<file path="src/rtl/mul_share_arbiter.sv">
// Round-robin sharing of one external 4x3 pipelined multiplier among NREQ requesters.
// A tag pipe tracks each in-flight product; a credit-limited FIFO returns results in grant order.
module mul_share_arbiter #(
   parameter int NREQ      = 2,
   parameter int MUL_LAT   = 2,
   parameter int RSP_DEPTH = 4,
   parameter int ID_W      = 1
) (
   input  logic                clk,
   input  logic                rst,
   input  logic [NREQ-1:0]     i_req_valid,
   output logic [NREQ-1:0]     o_req_ready,
   input  logic [4*NREQ-1:0]   i_req_a,
   input  logic [3*NREQ-1:0]   i_req_b,
   output logic [3:0]          o_mul_a,
   output logic [2:0]          o_mul_b,
   input  logic [7:0]          i_mul_y,
   output logic                o_rsp_valid,
   input  logic                i_rsp_ready,
   output logic [ID_W-1:0]     o_rsp_id,
   output logic [7:0]          o_rsp_y
);

   localparam int PTR_W = (RSP_DEPTH > 1) ? $clog2(RSP_DEPTH) : 1;
   localparam int CNT_W = $clog2(RSP_DEPTH + MUL_LAT + 1);

   logic                r_run;
   logic [ID_W-1:0]     r_rr_ptr;
   logic [MUL_LAT-1:0]  r_tag_vld;
   logic [ID_W-1:0]     r_tag_id [MUL_LAT];
   logic [7:0]          r_mem_y  [RSP_DEPTH];
   logic [ID_W-1:0]     r_mem_id [RSP_DEPTH];
   logic [PTR_W-1:0]    r_wr_ptr;
   logic [PTR_W-1:0]    r_rd_ptr;
   logic [CNT_W-1:0]    r_count;

   logic [CNT_W-1:0]    w_inflight;
   logic                w_credit;
   logic                w_found;
   logic [ID_W-1:0]     w_gnt;
   logic [ID_W-1:0]     w_nxt_rr;
   logic                w_accept;
   logic                w_push;
   logic                w_pop;

   function automatic logic [PTR_W-1:0] ptr_inc(input logic [PTR_W-1:0] p);
      return (p == PTR_W'(RSP_DEPTH - 1)) ? '0 : p + 1'b1;
   endfunction

   always_comb begin
      w_inflight = '0;
      for (int i = 0; i < MUL_LAT; i++) begin
         w_inflight = w_inflight + CNT_W'(r_tag_vld[i]);
      end
   end

   // Registered occupancy only: a pop in this cycle does not free a slot until next cycle.
   assign w_credit = (r_count + w_inflight) < CNT_W'(RSP_DEPTH);

   // Two passes: indices at or above rr_ptr first, then the wrapped-around low indices.
   always_comb begin
      w_found = 1'b0;
      w_gnt   = '0;
      for (int j = 0; j < NREQ; j++) begin
         if (!w_found && i_req_valid[j] && (ID_W'(j) >= r_rr_ptr)) begin
            w_found = 1'b1;
            w_gnt   = ID_W'(j);
         end
      end
      for (int j = 0; j < NREQ; j++) begin
         if (!w_found && i_req_valid[j]) begin
            w_found = 1'b1;
            w_gnt   = ID_W'(j);
         end
      end
   end

   assign w_accept = r_run & w_found & w_credit;
   assign w_nxt_rr = (w_gnt == ID_W'(NREQ - 1)) ? '0 : w_gnt + 1'b1;

   always_comb begin
      o_req_ready = '0;
      o_mul_a     = '0;
      o_mul_b     = '0;
      for (int j = 0; j < NREQ; j++) begin
         if (w_accept && (w_gnt == ID_W'(j))) begin
            o_req_ready[j] = 1'b1;
            o_mul_a        = i_req_a[4*j +: 4];
            o_mul_b        = i_req_b[3*j +: 3];
         end
      end
   end

   assign w_push      = r_tag_vld[MUL_LAT-1];
   assign o_rsp_valid = (r_count != '0);
   assign w_pop       = o_rsp_valid & i_rsp_ready;
   assign o_rsp_id    = r_mem_id[r_rd_ptr];
   assign o_rsp_y     = r_mem_y[r_rd_ptr];

   always_ff @(posedge clk or negedge rst) begin
      if (!rst) begin
         r_run     <= 1'b0;
         r_rr_ptr  <= '0;
         r_tag_vld <= '0;
         for (int i = 0; i < MUL_LAT; i++) begin
            r_tag_id[i] <= '0;
         end
         for (int i = 0; i < RSP_DEPTH; i++) begin
            r_mem_y[i]  <= '0;
            r_mem_id[i] <= '0;
         end
         r_wr_ptr  <= '0;
         r_rd_ptr  <= '0;
         r_count   <= '0;
      end else begin
         r_run <= 1'b1;
         if (w_accept) begin
            r_rr_ptr <= w_nxt_rr;
         end
         r_tag_vld[0] <= w_accept;
         r_tag_id[0]  <= w_accept ? w_gnt : '0;
         for (int i = 1; i < MUL_LAT; i++) begin
            r_tag_vld[i] <= r_tag_vld[i-1];
            r_tag_id[i]  <= r_tag_id[i-1];
         end
         if (w_push) begin
            r_mem_y[r_wr_ptr]  <= i_mul_y;
            r_mem_id[r_wr_ptr] <= r_tag_id[MUL_LAT-1];
            r_wr_ptr           <= ptr_inc(r_wr_ptr);
         end
         if (w_pop) begin
            r_rd_ptr <= ptr_inc(r_rd_ptr);
         end
         case ({w_push, w_pop})
            2'b10:   r_count <= r_count + 1'b1;
            2'b01:   r_count <= r_count - 1'b1;
            default: r_count <= r_count;
         endcase
      end
   end

endmodule

</file>
<file path="config.mk">
export PLATFORM = sky130hd
export DESIGN_NAME = mul_share_arbiter
export DESIGN_NICKNAME = d
export VERILOG_FILES = /design/src/rtl/mul_share_arbiter.sv
export SDC_FILE = /design/constraint.sdc
export NUM_CORES = 1
export LEC_CHECK = 0
export CORE_MARGIN = 2
export CORE_UTILIZATION = 50
export DETAILED_ROUTE_END_ITERATION = 6
export GPL_ROUTABILITY_DRIVEN = 0
export GPL_TIMING_DRIVEN = 0
export PLACE_DENSITY = 0.78
export SYNTH_ARGS = -nofsm -noshare
export SYNTH_HDL_FRONTEND = slang
export SYNTH_SLANG_ARGS = --single-unit
</file>
<file path="constraint.sdc">
create_clock -name clk -period 2.4 [get_ports clk]
set_clock_uncertainty 0.1 [all_clocks]
set_input_delay 0.72 -clock clk [delete_from_list [all_inputs] [get_ports clk]]
set_output_delay 0.72 -clock clk [all_outputs]
set_load 0.03 [all_outputs]
</file>
## Word-level counts from Yosys, hierarchy flattened

Index checks and enable logic that the tools add are counted.

| word-level totals | value |
|---|---|
| input bits | 27 |
| flip-flop bits (word level) | 49 |
| word-level logic and storage cells | 82 |

| cells by class | value |
|---|---|
| $lt $le $gt $ge | 6 |
| bitwise logic cells | 6 |
| equality and inequality tests | 4 |
| reduce and logical (&&, ||, !) cells | 13 |
| mux-type cells | 30 |
| $add $sub $neg | 7 |

Operators by type and width:

| kind | number |
|---|---|
| bitwise mux 32 bit | 1 |
| 2-to-1 mux 8 bit | 3 |
| binary-select mux 8 bit (select 2 bit) | 1 |
| demux 8 bit (select 2 bit) | 1 |
| 2-to-1 mux 1 bit | 14 |
| logical AND 1 bit | 8 |
| 2-to-1 mux 4 bit | 2 |
| equality test 2 bit (second input constant) | 3 |
| greater-or-equal comparator 3 bit (second input constant) | 2 |
| 2-to-1 mux 3 bit | 2 |
| NOT 2 -> 3 bit | 2 |
| case mux 3 bit (2 select lines) | 1 |
| adder 2 x 1 -> 2 bit (second input constant) | 2 |
| bitwise mux 4 bit | 1 |
| 2-to-1 mux 2 bit | 2 |
| adder 3 x 1 -> 3 bit (second input constant) | 1 |
| adder 3 x 2 -> 3 bit | 1 |
| AND 1 bit | 3 |
| logical NOT 1 bit | 3 |
| < comparator 3 x 1 -> 1 bit (second input constant) | 1 |
| < comparator 3 bit (second input constant) | 1 |
| nonzero test 3 bit | 1 |
| subtractor 3 x 1 -> 3 bit (second input constant) | 1 |
| adder 1 x 1 -> 2 bit | 1 |
| 7 further kinds | 8 |

## Longest topological paths before layout

| depth | value |
|---|---|
| word-level depth | 18 |
| gate-level depth with buffers | 9 |
| gate-level depth less buffers | 9 |

## Worst setup path after synthesis

Ideal clock, no wire load.

| timing path | value |
|---|---|
| path type | input port to output port |
| from | input i_req_valid[0] |
| to | output o_mul_a[0] |
| required time | 1.580 ns |
| stages on the path | 4 |
| data arrival time | 1.696 ns |
| slack | -0.116 ns |
| path through | inv_1 -> o21ai_2 -> mux2i_1 -> nor2_1 |

| on the way | value |
|---|---|
| longest elaborated chain between the ends | 17 |
| elaborated cells between the ends (all ways) | 22 |
| classes of those cells | mux: 9; bitwise: 3; reduce/logical: 10 |

Ends and longest elaborated chain:

| element | RTL line | RTL |
|---|---|---|
| from (decl) | 11 | `input logic [NREQ-1:0] i_req_valid,` |
| logical AND 1 bit | 65 | `if (!w_found && i_req_valid[j] && (ID_W'(j) >= r_rr_ptr)) begin` |
| 2-to-1 mux 1 bit | 65 |  |
| logical NOT 1 bit | 65 |  |
| logical AND 1 bit (2 in series) | 65 |  |
| 2-to-1 mux 1 bit | 65 |  |
| logical NOT 1 bit | 71 | `if (!w_found && i_req_valid[j]) begin` |
| logical AND 1 bit | 71 |  |
| 2-to-1 mux 1 bit | 71 |  |
| logical NOT 1 bit | 71 |  |
| logical AND 1 bit | 71 |  |
| 2-to-1 mux 1 bit | 71 |  |
| AND 1 bit (2 in series) | 78 | `assign w_accept = r_run & w_found & w_credit;` |
| logical AND 1 bit | 86 | `if (w_accept && (w_gnt == ID_W'(j))) begin` |
| 2-to-1 mux 4 bit | 86 |  |
| 2-to-1 mux 4 bit * | 86 |  |
| to (decl) | 15 | `output logic [3:0] o_mul_a,` |

Mark *: on every way between the ends. The rest lies on a longest branch, timed or not.

## Final worst setup path

| timing path | value |
|---|---|
| from | register r_count[0] |
| to | register r_rr_ptr |

| on the way | value |
|---|---|
| longest elaborated chain between the ends | 3 |

Ends and longest elaborated chain:

| element | RTL line | RTL |
|---|---|---|
| from (decl) | 35 | `logic [CNT_W-1:0] r_count;` |
| from (signal assigned) | 135 | `2'b10: r_count <= r_count + 1'b1;` |
| from (signal assigned) | 136 | `2'b01: r_count <= r_count - 1'b1;` |
| from (signal assigned) | 137 | `default: r_count <= r_count;` |
| adder 3 x 2 -> 3 bit | 58 | `assign w_credit = (r_count + w_inflight) < CNT_W'(RSP_DEPTH);` |
| < comparator 3 bit | 58 |  |
| AND 1 bit | 78 |  |
| via w_accept | 42 | `logic w_accept;` |
| to (signal assigned) | 118 | `r_rr_ptr <= w_nxt_rr;` |
| to (decl) | 28 | `logic [ID_W-1:0] r_rr_ptr;` |

The timed path passes the listed nets, and every way through them passes these cells.
A chain may end at the register's enable or synchronous reset.

==> impl_metrics.toml <==
[yosys]
syn_area_per_cell_um2 = 14.69
yosysUniqueCellTypes = 26
syn_area_um2 = 2306
syn-instance-count = 157
synth-compound-area-share_pct = 2.387
yosysSeqAreaShare_pct = 53.17
yosys.area_share.simple_pct = 4.992
synth-seq-cells = 49
synth_fp_nets = 192
synth_top_family_by_area = "multiplexers"
synthXorXnorAreaFrac_pct = 1.139
synthAdderAreaFrac_pct = 4.666
ys_warn_count = 0
synthMuxAreaShare_pct = 30.98

[route]
wl_per_cell_um = 16.64
drt-pass1-iter-count = 4
drcViolationCount = 0
drtIter0Drc = 64
drt.antenna.violating_nets = 0
vias_per_cell = 5.407
wl_mm = 4.660
route.vias.total = 1514

[timing]
finalCritPeriodShare_pct = 114.8
hold_violations = 0
fmax_mhz = 362.8
final.setup.worst_slack_ns = -0.3562
slew_viol_final = 0
setup_viol = 13
final.min_clock_period_ns = 2.756
rsz0062_at_grt = "true"
whs_ns = 0.1965

[run]
maxCapViolations = 0

[global_routing]
grt_pass1_wl_mm = 7.955
first_global_vias = 1693
antenna_found_initial = 0
track_usage_pct = 20.43
overflow = 0
met3_usage_pct = 4.167
grtUsageMet2_pct = 37.35
grt_max_degree = 39
gr-usage-met1_pct = 23.40
busiest_layer = "met2"

[placed_design]
hpwl_mm = 3.180
portBuffers = 45
place_ws_ns = -1.074

[cts]
h-tree-depth = 2
clock_path_buffers = 2
cts_tree = "yes"
clock_latency_ns = 0.30
root_buffer = "clkbuf_8"
clock_sinks = 49
cts_hold_buf = 0
cts_made_buffers = 5
clk_pin_slew_worst_paths_ns = 0.09

[die]
die_y_um = 71.91
initial_utilization_pct = 52.60
die-area_um2 = 5171
num_rows = 24
die_x_um = 71.91
ioPinCount = 46
core_area_um2 = 4384

[setup_path]
reg2reg_from = "r_count[0]$_DFFE_PN0P_"
reg2reg_to = "r_rr_ptr$_DFFE_PN0P_"
reg2regPathDepth = 14
regToRegSetupSlack_ns = -0.36
critPathArrivalTime_ns = 2.85
crit_family = "buffers and inverters"
crit_chain = "ha_1 > a21o_1 > nor4b_4 > nor2_4 > inv_2 > buf_4 > buf_6 > buf_4 > buf_4 > buf_4 > buf_4 > buf_4 > buf_6 > mux2_4"
cpPeakStageDelay_ns = 0.39
cp-start-kind = "register"
cp_common_cell = "buf_4"
crit_buf_inv = 9
crit_type = "register to register"
path_max_fanout = 5
end_kind = "register"
crit_required_ns = 2.49
cpMaxStageDelayCell = "dfrtp_1"

[pwr]
switchingPower_w = 0.001543
p_clk_share_pct = 11.2
vdd_drop_max_uv = 602.7
power.internal_w = 0.002665
power_frac_comb_pct = 54.4
switching_share_pct = 36.68
pwr-share-seq_pct = 34.4
power.leakage_nw = 1.428
p_per_area_nw_per_um2 = 1342

[final_layout]
final_layout_size_suffix_gt1_share_pct = 47.81
mostFrequentLayoutCell = "dfrtp_1"
nNetsFinal = 262
final_cell_mix = "dfrtp_1 (48), mux2_2 (37), clkdlybuf4s50_1 (23), buf_4 (17), buf_6 (16)"
fillCellCount = 286
antenna_cells = 0
area_growth_pct = 36.03

[hold_path]
hold_path.class = "input port to async pin"

[outcome]
failed_checks = "setup timing"
outcome = "finished with violations"
## routing by layer
metal | part of all wire (%) | vias to the layer above | wire (um)
li1 | - | 695 | -
met1 | 39 | 764 | 1827
met2 | 55 | 46 | 2572
met3 | 4.1 | 9 | 191
met4 | 1.5 | 0 | 68
met5 | 0 | - | 0
## stage by stage
step	TNS, ns	instance area [um2]	util (%)	power (W)	std cells
2_1_floorplan	-0.4382	2322	-	0.002819	157
3_3_place_gp	-45.91	2838	64.73	0.003354	254
3_5_place_dp	-12.01	2853	65.07	0.003472	255
4_1_cts	-3.656	3132	71.43	0.004263	279
5_1_grt	-4.805	3137	71.55	0.004473	280
6_report	-3.215	3137	71.55	0.004208	280
## sequential cells by signal (all words and copies together), names as in the netlist
signal,cells
r_tag_vld,2
r_tag_id,2
r_count,3
r_mem_y,32
r_run,1
r_mem_id,4
r_rd_ptr,2
r_rr_ptr,1
r_wr_ptr,2
## power by group through the flow
stage	sequential, W	clock, W	combinational (W)
finish	0.00145	0.000472	0.00229
global placement	0.00141	0	0.00194
global route	0.00149	0.000532	0.00245
CTS	0.00144	0.000486	0.00233
detailed placement	0.00145	0	0.00202
floorplan	0.00138	0	0.00144
## worst max path at each step
stage | from | end | depth (start not counted)
after floorplan | r_count[0]$_DFFE_PN0P_ | o_mul_a[2] | 5
after global placement | i_req_valid[1] | o_req_ready[0] | 7
after detailed placement | i_req_valid[1] | o_req_ready[0] | 7
after CTS | r_count[0]$_DFFE_PN0P_ | o_req_ready[0] | 7
after global routing | r_count[0]$_DFFE_PN0P_ | o_mul_b[0] | 6
final | r_count[0]$_DFFE_PN0P_ | r_rr_ptr$_DFFE_PN0P_ | 14
## cell type report
cell class / count / area (um2) / area share (%)
Buffer: 2 / 18.77 / 0.5983
Clock buffer: 6 / 72.57 / 2.314
Clock inverter: 2 / 15.01 / 0.4787
Inverter: 10 / 37.54 / 1.197
Multi-Input combinational cell: 96 / 1071 / 34.14
Sequential cell: 49 / 1227 / 39.13
Tap cell: 52 / 65.06 / 2.074
Timing Repair Buffer: 63 / 629.4 / 20.06
## timing repair
action,CTS,global route
resized for setup,135,7
setup buffers,14,4
endpoints found under the setup margin,19,19
cloned,2,0
pin swaps,7,3
## worst register-to-register path: stages (launching register included)
cell,delay [ns]
dfrtp_1,0.39
ha_1,0.29
a21o_1,0.20
nor4b_4,0.16
nor2_4,0.23
inv_2,0.06
buf_4,0.14
buf_6,0.11
buf_4,0.12
buf_4,0.12
buf_4,0.12
buf_4,0.12
buf_4,0.12
buf_6,0.11
mux2_4,0.28
## kinds of logic after synthesis
kind of cell,Yosys count
other,1
buffers and inverters,13
multiplexers,55
adder cells (fa/ha/maj),8
AND/OR/NAND/NOR,21
AO/OA/AOI/OAI,7
XOR/XNOR,3
flip-flops,49
## synth_stat cells
cell type	count	share of area [%]
dfrtp_1	49	53
mux2_2	37	18
inv_1	9	1.5
mux4_2	9	8.8
nor2_1	9	1.5
mux2i_1	8	3.5
ha_1	7	3.8
nand2_1	6	0.98
a21o_1	2	0.65
o21ai_0	2	0.43
o21ai_2	2	0.76
or3_1	2	0.54
xnor2_1	2	0.76
a211oi_2	1	0.54
and2_1	1	0.27
buf_2	1	0.22
buf_6	1	0.49
clkbuf_1	1	0.16
conb_1	1	0.16
fa_1	1	0.87
inv_2	1	0.16
mux2_4	1	0.65
nor2_4	1	0.49
nor3_1	1	0.22
nor4b_4	1	1.0
xor2_1	1	0.38
Power figures use the tool's default switching activity.
